==> src/rtl/mario_pkg.sv <==
// mario_pkg: shared motion types, keycodes, screen limits and step clamp helper
package mario_pkg;
   typedef enum logic [1:0] {GROUND = 2'd0, RISE = 2'd1, APEX = 2'd2, FALL = 2'd3} motion_state_t;
   localparam logic [7:0] KEY_A = 8'h04;
   localparam logic [7:0] KEY_D = 8'h07;
   localparam logic [7:0] KEY_S = 8'h16;
   localparam logic [7:0] KEY_W = 8'h1A;
   localparam int SCREEN_X_MIN = 15;
   localparam int SCREEN_X_MAX = 622;
   localparam int SCREEN_Y_CEIL = 1;
   localparam int SCREEN_Y_FLOOR = 396;
   // min(lim, room), with no room (zero or negative) giving a zero step
   function automatic logic [9:0] step_mag(input logic signed [10:0] room, input logic [9:0] lim);
      return (room[10] || room == '0) ? 10'd0 : (room[9:0] < lim) ? room[9:0] : lim;
   endfunction
endpackage

==> src/rtl/mario_motion_ctrl_fall_accel.sv <==
// fall_accel: saturating fall-speed ramp for the FALL state
//   Clk, Reset : clock and synchronous active-high reset
//   clear      : restart the ramp (speed=1, frame counter=0)
//   tick       : one FALL frame elapsed
//   boost      : jump straight to the terminal speed
//   speed      : current fall speed in pixels per frame
module fall_accel #(
   parameter int FALL_MAX = 4,
   parameter int ACCEL_FRAMES = 8
)(
   input  logic       Clk,
   input  logic       Reset,
   input  logic       clear,
   input  logic       tick,
   input  logic       boost,
   output logic [2:0] speed
);
   localparam int CW = $clog2(ACCEL_FRAMES);
   logic [CW-1:0] accel_cnt;
   logic          wrap;
   assign wrap = accel_cnt == CW'(ACCEL_FRAMES - 1);
   always_ff @(posedge Clk) begin
      if (Reset || clear) begin
         speed     <= 3'd1;
         accel_cnt <= '0;
      end else if (tick) begin
         accel_cnt <= wrap ? '0 : accel_cnt + 1'b1;
         speed     <= boost ? 3'(FALL_MAX) : (wrap && speed < 3'(FALL_MAX)) ? speed + 3'd1 : speed;
      end
   end
endmodule

==> src/rtl/mario_motion_ctrl.sv <==
// mario_motion_ctrl: per-frame ground/jump/fall sequencer emitting one (dx, dy) step per frame
//   Clk, Reset  : clock and synchronous active-high reset
//   frame_tick  : one-cycle pulse per video frame; all evaluation happens here
//   keycode     : USB keycode (A/D walk, W jump, S fast fall)
//   pos_x/pos_y : current sprite top-left position
//   dx/dy       : signed step, held until the next strobe (dy positive = down)
//   move_valid  : one-cycle strobe, one Clk after frame_tick
//   state       : GROUND=0, RISE=1, APEX=2, FALL=3
//   on_ground   : registered pos_y >= Y_FLOOR
module mario_motion_ctrl
   import mario_pkg::*;
#(
   parameter int WALK_SPEED   = 2,
   parameter int RISE_SPEED   = 2,
   parameter int JUMP_FRAMES  = 63,
   parameter int APEX_FRAMES  = 4,
   parameter int FALL_MAX     = 4,
   parameter int ACCEL_FRAMES = 8,
   parameter int BUF_FRAMES   = 4,
   parameter int X_MIN        = SCREEN_X_MIN,
   parameter int X_MAX        = SCREEN_X_MAX,
   parameter int Y_CEIL       = SCREEN_Y_CEIL,
   parameter int Y_FLOOR      = SCREEN_Y_FLOOR
)(
   input  logic       Clk,
   input  logic       Reset,
   input  logic       frame_tick,
   input  logic [7:0] keycode,
   input  logic [9:0] pos_x,
   input  logic [9:0] pos_y,
   output logic [9:0] dx,
   output logic [9:0] dy,
   output logic       move_valid,
   output logic [1:0] state,
   output logic       on_ground
);
   localparam int RW = $clog2(JUMP_FRAMES + 1);
   localparam int AW = $clog2(APEX_FRAMES + 1);
   localparam int BW = $clog2(BUF_FRAMES + 1);
   motion_state_t      cur_state, nxt_state;
   logic [RW-1:0]      rise_cnt, nxt_rise;
   logic [AW-1:0]      apex_cnt, nxt_apex;
   logic [BW-1:0]      buf_cnt, nxt_buf_cnt;
   logic               jump_buf, nxt_buf;
   logic [9:0]         nxt_dx, nxt_dy;
   logic [2:0]         speed;
   logic               key_w;
   logic signed [10:0] room_l, room_r, room_up, room_dn;
   // 11-bit distances to each screen limit; negative means already past it
   assign room_l  = {1'b0, pos_x} - 11'(X_MIN);
   assign room_r  = 11'(X_MAX) - {1'b0, pos_x};
   assign room_up = {1'b0, pos_y} - 11'(Y_CEIL);
   assign room_dn = 11'(Y_FLOOR) - {1'b0, pos_y};
   assign key_w   = keycode == KEY_W;
   assign state   = cur_state;
   fall_accel #(.FALL_MAX(FALL_MAX), .ACCEL_FRAMES(ACCEL_FRAMES)) u_fall_accel (
      .Clk   (Clk),
      .Reset (Reset),
      .clear (frame_tick && cur_state != FALL),
      .tick  (frame_tick && cur_state == FALL),
      .boost (keycode == KEY_S),
      .speed (speed)
   );
   always_comb begin
      nxt_state   = cur_state;
      nxt_dy      = '0;
      nxt_rise    = rise_cnt;
      nxt_apex    = apex_cnt;
      nxt_buf     = jump_buf;
      nxt_buf_cnt = buf_cnt;
      nxt_dx      = keycode == KEY_A ? -step_mag(room_l, 10'(WALK_SPEED)) :
                    keycode == KEY_D ?  step_mag(room_r, 10'(WALK_SPEED)) : '0;
      // buffered jump ages out one frame at a time; W while airborne refreshes it
      if (jump_buf) begin
         nxt_buf_cnt = buf_cnt - 1'b1;
         nxt_buf     = buf_cnt > BW'(1);
      end
      if (key_w && cur_state != GROUND) begin
         nxt_buf     = 1'b1;
         nxt_buf_cnt = BW'(BUF_FRAMES);
      end
      case (cur_state)
         GROUND: begin
            if (key_w || jump_buf) begin
               nxt_state   = RISE;
               nxt_rise    = RW'(JUMP_FRAMES);
               nxt_buf     = 1'b0;
               nxt_buf_cnt = '0;
            end else if (pos_y < 10'(Y_FLOOR))
               nxt_state = FALL;
         end
         RISE: begin
            nxt_dy   = -step_mag(room_up, 10'(RISE_SPEED));
            nxt_rise = rise_cnt - 1'b1;
            // end of rise: counter exhausted, ceiling reached, or W released after the minimum rise
            if (rise_cnt <= RW'(1) || room_up <= 11'(RISE_SPEED) || (!key_w && rise_cnt < RW'(JUMP_FRAMES - 8))) begin
               nxt_state = APEX;
               nxt_apex  = AW'(APEX_FRAMES);
            end
         end
         APEX: begin
            nxt_apex = apex_cnt - 1'b1;
            if (apex_cnt <= AW'(1))
               nxt_state = FALL;
         end
         FALL: begin
            nxt_dy = step_mag(room_dn, {7'd0, speed});
            if (room_dn <= $signed({8'd0, speed}))
               nxt_state = GROUND;
         end
         default: nxt_state = FALL;
      endcase
   end
   always_ff @(posedge Clk) begin
      if (Reset) begin
         cur_state  <= FALL;
         dx         <= '0;
         dy         <= '0;
         move_valid <= 1'b0;
         on_ground  <= 1'b0;
         rise_cnt   <= '0;
         apex_cnt   <= '0;
         buf_cnt    <= '0;
         jump_buf   <= 1'b0;
      end else begin
         move_valid <= frame_tick;
         if (frame_tick) begin
            cur_state <= nxt_state;
            dx        <= nxt_dx;
            dy        <= nxt_dy;
            on_ground <= pos_y >= 10'(Y_FLOOR);
            rise_cnt  <= nxt_rise;
            apex_cnt  <= nxt_apex;
            buf_cnt   <= nxt_buf_cnt;
            jump_buf  <= nxt_buf;
         end
      end
   end
endmodule
==> config.mk <==
export PLATFORM = sky130hd
export DESIGN_NAME = mario_motion_ctrl
export DESIGN_NICKNAME = d
export VERILOG_FILES = /design/src/rtl/mario_pkg.sv /design/src/rtl/mario_motion_ctrl_fall_accel.sv /design/src/rtl/mario_motion_ctrl.sv
export SDC_FILE = /design/constraint.sdc
export NUM_CORES = 1
export LEC_CHECK = 0
export ABC_AREA = 0
export CORE_MARGIN = 3
export CORE_UTILIZATION = 40
export CTS_CLUSTER_DIAMETER = 80
export DETAILED_ROUTE_END_ITERATION = 16
export GPL_TIMING_DRIVEN = 1
export PLACE_DENSITY = 0.73
export SYNTH_ARGS = -nofsm -noshare
export SYNTH_HDL_FRONTEND = slang
export SYNTH_SLANG_ARGS = --single-unit
==> constraint.sdc <==
create_clock -name Clk -period 6.3 [get_ports Clk]
set_input_delay 1.575 -clock Clk [delete_from_list [all_inputs] [get_ports Clk]]
set_output_delay 1.575 -clock Clk [all_outputs]
set_load 0.1 [all_outputs]
# Word-level counts from Yosys, hierarchy flattened
# Index checks and enable logic that the tools add are counted.
# W data, S select, Z words.
[op_classes]
n_mux = 32
n_addsub = 11
n_eq_ne = 14
n_reduce_logical = 27
magnitude_cmp = 13
[op_table]
columns = ["op", "n"]
rows = [
  ["$mux W10", 10],
  ["$logic_not A11 Y1", 4],
  ["$lt A10 B2 Y1 const B", 3],
  ["$mux W3", 8],
  ["$neg A10 Y10", 2],
  ["$pmux W10 S2", 1],
  ["$eq A8 B3 Y1 const B", 2],
  ["$eq A8 B5 Y1 const B", 2],
  ["$pmux W6 S2", 1],
  ["$le A11 B3 Y1 const B", 1],
  ["$le A11 B4 Y1", 1],
  ["$sub A10 B1 Y11 const B", 1],
  ["$sub A10 B10 Y11 const A", 1],
  ["$sub A10 B4 Y11 const B", 1],
  ["$sub A9 B10 Y11 const A", 1],
  ["$ge A10 B9 Y1 const B", 1],
  ["$lt A10 B3 Y1", 1],
  ["$lt A10 B9 Y1 const B", 1],
  ["$mux W2", 5],
  ["$logic_or A1 B1 Y1", 8],
  ["$ne A2 B2 Y1 const B", 4],
  ["$pmux W2 S4", 1],
  ["$reduce_bool A2 Y1", 4],
  ["$add A3 B1 Y3 const B", 2],
  ["21 further kinds", 31],
]
[word_totals]
out_inout_bits = 24
regBits = 43
input_bits = 31

# Logic depth before layout (Yosys ltp)
# Gate-level depths: netlist (run 1).
[logic_depth]
ltp_word = 6
ltp_mapped = 14
depth_no_buf = 12

# Hierarchy
# From an unflattened synthesis (run 1), not the netlist that was laid out.
[unflattened]
hier_cells = 379
area_unflattened_um2 = 3042.9
[modules_own_cells]
columns = ["mod", "n_inst", "seq_area_each_um2", "cells_per_inst", "area_per_inst_um2"]
rows = [
  ["mario_motion_ctrl", 1, 740.7, 348, 2731.4],
  ["fall_accel", 1, 120.1, 31, 311.5],
]

# Worst setup path before layout (run 1)
# No wires, ideal clock.
[synth_path]
path_kind = "in2reg"
start = "in pos_y[0]"
end = "reg cur_state[0] (netlist: state[0])"
required_ps = 6228
path_stages = 12
slack_ps = 2523
setup_ps = 72
t_arrival_ps = 3706
cell_sequence = "buf_6 -> inv_1 -> ha_1 -> buf_4 -> xnor2_1 -> inv_1 -> ha_1 -> o21ai_0 -> nand2b_1 -> a2111o_1 -> a211oi_2 -> mux2i_1"
[synth_via]
elab_chain_len = 6
word_cells_on_any_way = 11
[synth_rtl]
columns = ["item", "line_no", "text"]
rows = [
  ["start: declaration", "mario_motion_ctrl.sv:30", "input logic [9:0] pos_y,"],
  ["$sub A10 B1 Y11", "mario_motion_ctrl.sv:52", "assign room_up = {1'b0, pos_y} - 11'(Y_CEIL);"],
  ["$le A11 B3 Y1", "mario_motion_ctrl.sv:96", "if (rise_cnt <= RW'(1) || room_up <= 11'(RISE_SPEED) || (!key_w && rise_cnt < RW'(JUMP_FRAMES - 8))) begin"],
  ["$logic_or A1 B1 Y1 (2 in a row)", "mario_motion_ctrl.sv:96", ""],
  ["$ne A2 B2 Y1 (no line)", "n/a", ""],
  ["$reduce_and A5 Y1 (no line) (*)", "n/a", ""],
  ["end signal: assignment", "mario_motion_ctrl.sv:128", "cur_state <= nxt_state;"],
  ["end: declaration", "mario_motion_ctrl.sv:40", "motion_state_t cur_state, nxt_state;"],
]
# Every way passes the cells marked *; elsewhere a longest branch is shown, timed or not.
# A chain may end at the register's enable or synchronous reset.

# Worst setup path after layout (run 1)
[layout_path]
start = "in pos_y[0]"
end = "reg dy[2]"
[layout_via]
elab_chain_len = 6
word_cells_on_any_way = 14
[layout_rtl]
columns = ["item", "line_no", "text"]
rows = [
  ["$sub A10 B1 Y11", "mario_motion_ctrl.sv:52", ""],
  ["$lt A10 B2 Y1 / $logic_not A11 Y1 (equally long branches)", "mario_pkg.sv:14", "return (room[10] || room == '0) ? 10'd0 : (room[9:0] < lim) ? room[9:0] : lim;"],
  ["$mux W10 / $logic_or A1 B1 Y1 (equally long branches)", "mario_pkg.sv:14", ""],
  ["$mux W10", "mario_pkg.sv:14", ""],
  ["$neg A10 Y10", "mario_motion_ctrl.sv:93", "nxt_dy = -step_mag(room_up, 10'(RISE_SPEED));"],
  ["$pmux W10 S2 (*)", "mario_motion_ctrl.sv:82", "case (cur_state)"],
  ["end signal: assignment", "mario_motion_ctrl.sv:130", "dy <= nxt_dy;"],
  ["end: declaration", "mario_motion_ctrl.sv:32", "output logic [9:0] dy,"],
]
# Marks and branches as above.

==> results_dict.tcl, run 1 <==
set metrics [dict create \
    yosysUniqueCellTypes 69 \
    dp.cells 494 \
    cap_violations 0 \
    cts_resized 0 \
    yosys.cell_count.top_type "dfxtp_1" \
    regArea_um2 861 \
    synth-seq-cells 43 \
    drc_errors 0 \
    rows 30 \
    synthMuxAreaShare_pct 2.38 \
    power_frac_comb_pct 36.1 \
    syn_area_per_cell_um2 8.23 \
    rsz0062_at_grt "false" \
    fp.dieArea_um2 8410 \
    yosysWarnings 0 \
    synth_area_leader_cell "dfxtp_1" \
    hold_depth 2 \
    internal_power_mw 0.519 \
    max_freq_mhz 220 \
    synthSimpleGateAreaFrac_pct 25.6 \
    worstHoldStart "dx[9]" \
    wl_mm 7.39 \
    power.switching_mw 0.321 \
    ant_nets 0 \
    slew_viol_final 0 \
    clock_latency_ps 300 \
    reg2reg_to "apex_cnt[2]" \
    grt_pass1_vias 2772 \
    synthArstFlopShare_pct 0 \
    post_cts_buffers 0 \
    antenna_found_initial 0 \
    seq_area_frac_synth_pct 29.3 \
    wirelength_met1_mm 3.52 \
    status "completed" \
    ir_drop_mv 0.150 \
    yosys-top-cells-area "dfxtp_1, ha_1, a21oi_1" \
    synth_area_um2 2940 \
    min_period_over_period_pct 72.1 \
    power_frac_seq_pct 37.9 \
    io_buffers 54 \
    switching_share_pct 38.2 \
    syn_to_final_growth_pct 22.9 \
    worstSetupEndpointType "flip-flop" \
    setup_viol 0 \
    io_pins 55 \
    drive_gt1_share_pct 4.19 \
    dieHeight_um 91.7 \
    drtIter0Drc 124 \
    timing.rr.start "state[1]" \
    relSlewSlack_pct 33.1 \
    clk_pin_slew_ps 80 \
    cts.hold.buffers_added 0 \
    powerDensity_nw_per_um2 233 \
    multi_input_area_um2 1890 \
    p_leak_nw 1.38 \
    synth_top_area_share_pct 29.3 \
    synthCells 357 \
    synth_adder_area_share_pct 11.1 \
    fillers 668 \
    wire_per_inst_um 14.7 \
    critPathKind "primary input to flip-flop" \
    synth_nets 414 \
    synthFlopType "dfxtp_1" \
    finish.utilization_pct 52.0 \
    fp.coreArea_um2 6940 \
    critPathRequiredTime_ps 6530 \
    synth-compound-area-share_pct 23.7 \
    period_minus_slack_ps 4540 \
    h-tree-depth 2 \
    cts-root-buf "clkbuf_8" \
    clock-sinks 43 \
    critPathMaxFanout 15 \
    grt_max_degree 35 \
    nets 462 \
    hold_viol 0 \
    fin_area_um2 3610 \
    gp_congestion 0.931 \
    clockBufferDepth 2 \
    start_kind "primary input" \
    fin_setup_tns_ps 0 \
    critPathLaunch "pos_y[0]" \
    grt_pass1_wl_mm 12.7 \
    synthXorXnorAreaFrac_pct 1.49 \
    synth_top_family_by_area "simple AND/OR/NAND/NOR gates" \
    routed-via-count 2794 \
    die_w_um 91.7 \
    worstPathArrival_ps 4770 \
    worstHoldPathType "flip-flop to flip-flop" \
    synth_common_cells "dfxtp_1, nand2_1, a21oi_1" \
    grt_usage_pct 18.2 \
    start_util_pct 42.3 \
    first_pass_iters 4 \
    viasPerCell 5.57 \
    cts_tree "done" \
    grt-ovfl-total 0 \
    clkPwrFrac_pct 26.0 \
    dpl.hpwl_mm 5.53 \
    wl_met3_um 342 \
    finalNonFillerCells 502 \
    wl_met2_mm 3.42 \
    place_area_um2 3500 \
    highest_layer "met4" \
    fin_skew_ps 7.77 \
    n_antenna_cell 0 \
    synth_edf_count 0 \
    r2r_setup_slack_ps 4060 \
    r2r_cells 8 \
    numCtsBuffers 5 \
    whs_endpoint "dx[9]" \
    worst_pin_slew_ps 1000 \
]
critical path, cell delays in order:
cell and delay (ps):
clkdlybuf4s50_1 730, inv_1 150, ha_1 390, and3b_1 230, and3_1 170, a211o_1 290, and3_1 210, o21ai_0 80
nand2_1 80, ha_1 190, or3_1 370, a21boi_0 150, o22ai_1 140
cell families after synthesis:
logic type      count (synthesis)
buf+inv                        36
mux                             7
compound gates                100
simple gates                  140
flops                          43
fa+ha+maj                      26
xor+xnor                        5
per-stage QoR:
stage	hold slack (ps)	total power, mW	worst slack [ps]
CTS	450	0.847	1790
finish	447	0.841	1760
detailed placement	433	0.628	1480
floorplan	445	0.544	2520
global route	465	0.893	1450
global placement	428	0.621	1570
cells in the final DEF (no fill, tap or decap), types with 5 or more instances in the layout:
master	netlist	routed
a21o_1	5	5
inv_1	22	22
dfxtp_1	43	43
mux2i_1	7	7
nand3b_1	6	6
a311oi_1	7	7
and3_1	5	5
or3_1	10	10
clkbuf_8	0	5
ha_1	26	26
nand2_1	34	34
a21oi_1	28	28
nor2_1	27	27
clkdlybuf4s50_1	0	54
nand2b_1	7	7
nor4_1	6	6
nand3_1	9	9
nor3_1	11	11
o21ai_0	12	12
sequential cells by signal, summed over array words and instances (netlist names):
register                flops
apex_cnt                    3
u_fall_accel.accel_cnt      3
dx                         10
move_valid                  1
state                       2
jump_buf                    1
on_ground                   1
rise_cnt                    6
u_fall_accel.speed          3
buf_cnt                     3
dy                         10
power by group through the flow:
stage	combinational [mW]	clock, mW	sequential, mW
2_1_floorplan	0.145	0	0.399
3_3_place_gp	0.297	0	0.324
3_5_place_dp	0.303	0	0.325
4_1_cts	0.304	0.224	0.319
5_1_grt	0.331	0.239	0.323
6_report	0.303	0.218	0.319
metal layers:
layer / GRT usage, % / vias to the layer above
met5: 0 / -
met4: 5.07 / 0
met3: 4.68 / 10
met2: 30.7 / 48
met1: 22.9 / 1320
li1: - / 1416
layout make-up:
cell class                      instances  share of cell area, %
Clock buffer                            5                   1.91
Clock inverter                          3                   1.21
Inverter                               22                   2.29
Multi-Input combinational cell        278                   52.3
Sequential cell                        43                   23.8
Tap cell                               96                   3.33
Timing Repair Buffer                   55                   15.2
worst max-delay path by stage:
stage,end,cells after the start,slack [ps]
after floorplan,state[0],12,2520
after detailed placement,dy[2],13,1480
after CTS,dy[2],13,1790
after global placement,dy[2],13,1570
final,dy[2],13,1760
after global routing,dy[2],13,1450
Power figures use the tool's default switching activity.
==> run 2: changes to the inputs <==
clock period = 4.4 ns   (was 6.3 ns; I/O delays follow)
==> run 2 against run 1 <==
Routed wire length about the same. Final cell count grew 1.2%. First-iteration DRC count increased by 9.7%. Cell area up 0.76%.
==> results_dict.tcl, run 2 (synthesized netlist as in run 1, its figures left out) <==
set metrics [dict create \
    min_period_over_period_pct 89.1 \
    dpl.hpwl_mm 5.69 \
    cts.hold.buffers_added 0 \
    drc_errors 0 \
    setup_viol 0 \
    slew_viol_final 0 \
    nets 468 \
    final_cell_mix "clkdlybuf4s50_1, dfxtp_1, nand2_1" \
    powerDensity_nw_per_um2 318 \
    syn_to_final_growth_pct 23.8 \
    dp.cells 500 \
    wire_per_inst_um 14.5 \
    final_common_cell "clkdlybuf4s50_1" \
    cts_tree "done" \
    first_pass_iters 4 \
    io_buffers 54 \
    ant_nets 0 \
    worstPathArrival_ps 4150 \
    worstSetupEndpointType "flip-flop" \
    finish.utilization_pct 52.4 \
    cts-root-buf "clkbuf_8" \
    clock-sinks 43 \
    relSlewSlack_pct 32.4 \
    fin_skew_ps 6.35 \
    cap_violations 0 \
    viasPerCell 5.55 \
    rsz0062_at_grt "false" \
    n_antenna_cell 0 \
    grt_usage_pct 17.7 \
    dp_slack_ps 200 \
    h-tree-depth 2 \
    drive_gt1_share_pct 5.34 \
    fp.coreArea_um2 6940 \
    fin_setup_tns_ps 0 \
    clk_pin_slew_ps 80 \
    worst_pin_slew_ps 1010 \
    grt_pass1_wl_mm 12.5 \
    io_pins 55 \
    ir_drop_mv 0.159 \
    critPathKind "primary input to flip-flop" \
    post_cts_buffers 0 \
    p_leak_nw 1.40 \
    wl_mm 7.39 \
    critPathMaxFanout 15 \
    layout_setup_ws_ps 482 \
    numCtsBuffers 5 \
    grt_pass1_vias 2750 \
    status "completed" \
    dieHeight_um 91.7 \
    gp_congestion 0.920 \
    grt-ovfl-total 0 \
    drtIter0Drc 136 \
    place_area_um2 3540 \
    start_util_pct 42.3 \
    finalNonFillerCells 508 \
    routed-via-count 2821 \
    max_freq_mhz 255 \
    start_kind "primary input" \
    clock_latency_ps 300 \
    clockBufferDepth 2 \
    rows 30 \
    worstHoldPathType "flip-flop to flip-flop" \
    period_minus_slack_ps 3920 \
    die_w_um 91.7 \
    critPathRequiredTime_ps 4630 \
    power_mw 1.16 \
    fin_area_um2 3640 \
    antenna_found_initial 0 \
    fp.dieArea_um2 8410 \
    hold_viol 0 \
    cts_resized 0 \
    hold_ws_ps 445 \
    grt_max_degree 35 \
    reg_top3 "dx x10, dy x10, rise_cnt x6" \
]
-- run 2: cell count changes in the layout (fill, tap and decap cells not counted), sizes merged --
cell    previous run  this run
buf                1         7
clkbuf             5         7
bufinv             1         0
clkinv             2         1
-- run 2: final cells by class --
type,count,area (um2)
Sequential cell,43,861
Clock inverter,1,8.76
Inverter,22,82.6
Clock buffer,7,86.3
Fill cell,678,3310
Multi-Input combinational cell,278,1890
Timing Repair Buffer,61,593
Tap cell,96,120
-- run 2: worst max-delay path, stage by stage --
cell	delay (ps)
clkdlybuf4s50_1	640
inv_1	130
ha_1	360
and3b_1	240
and3_1	170
a211o_1	290
and3_1	210
o21ai_0	90
nand2_1	70
ha_1	180
or3_1	370
a21boi_0	150
o22ai_1	140
-- run 2: where the power goes --
part	internal [mW]	total, mW	leakage, nW	switching [mW]
Sequential	0.423	0.456	0.349	0.0329
Clock	0.129	0.264	0.0484	0.135
Combinational	0.155	0.438	1.00	0.283
Total	0.706	1.16	1.40	0.451
-- run 2: metal layers --
| metal | GRT usage (%) | vias up | part of all wire, % |
|---|---|---|---|
| met5 | 0 | - | 0 |
| met4 | 4.08 | 0 | 0.99 |
| met3 | 4.43 | 6 | 4.5 |
| met2 | 31.0 | 56 | 48 |
| met1 | 21.7 | 1326 | 46 |
| li1 | - | 1433 | - |
-- run 2: final timing paths --
path,start,to,slack (ps),cells after the start
worst min-delay path,dx[7],dx[7],450,2
worst min register to register,dx[7],dx[7],450,2
worst max-delay path,pos_y[1],dy[2],480,13
worst max register to register,state[1],apex_cnt[2],2160,8
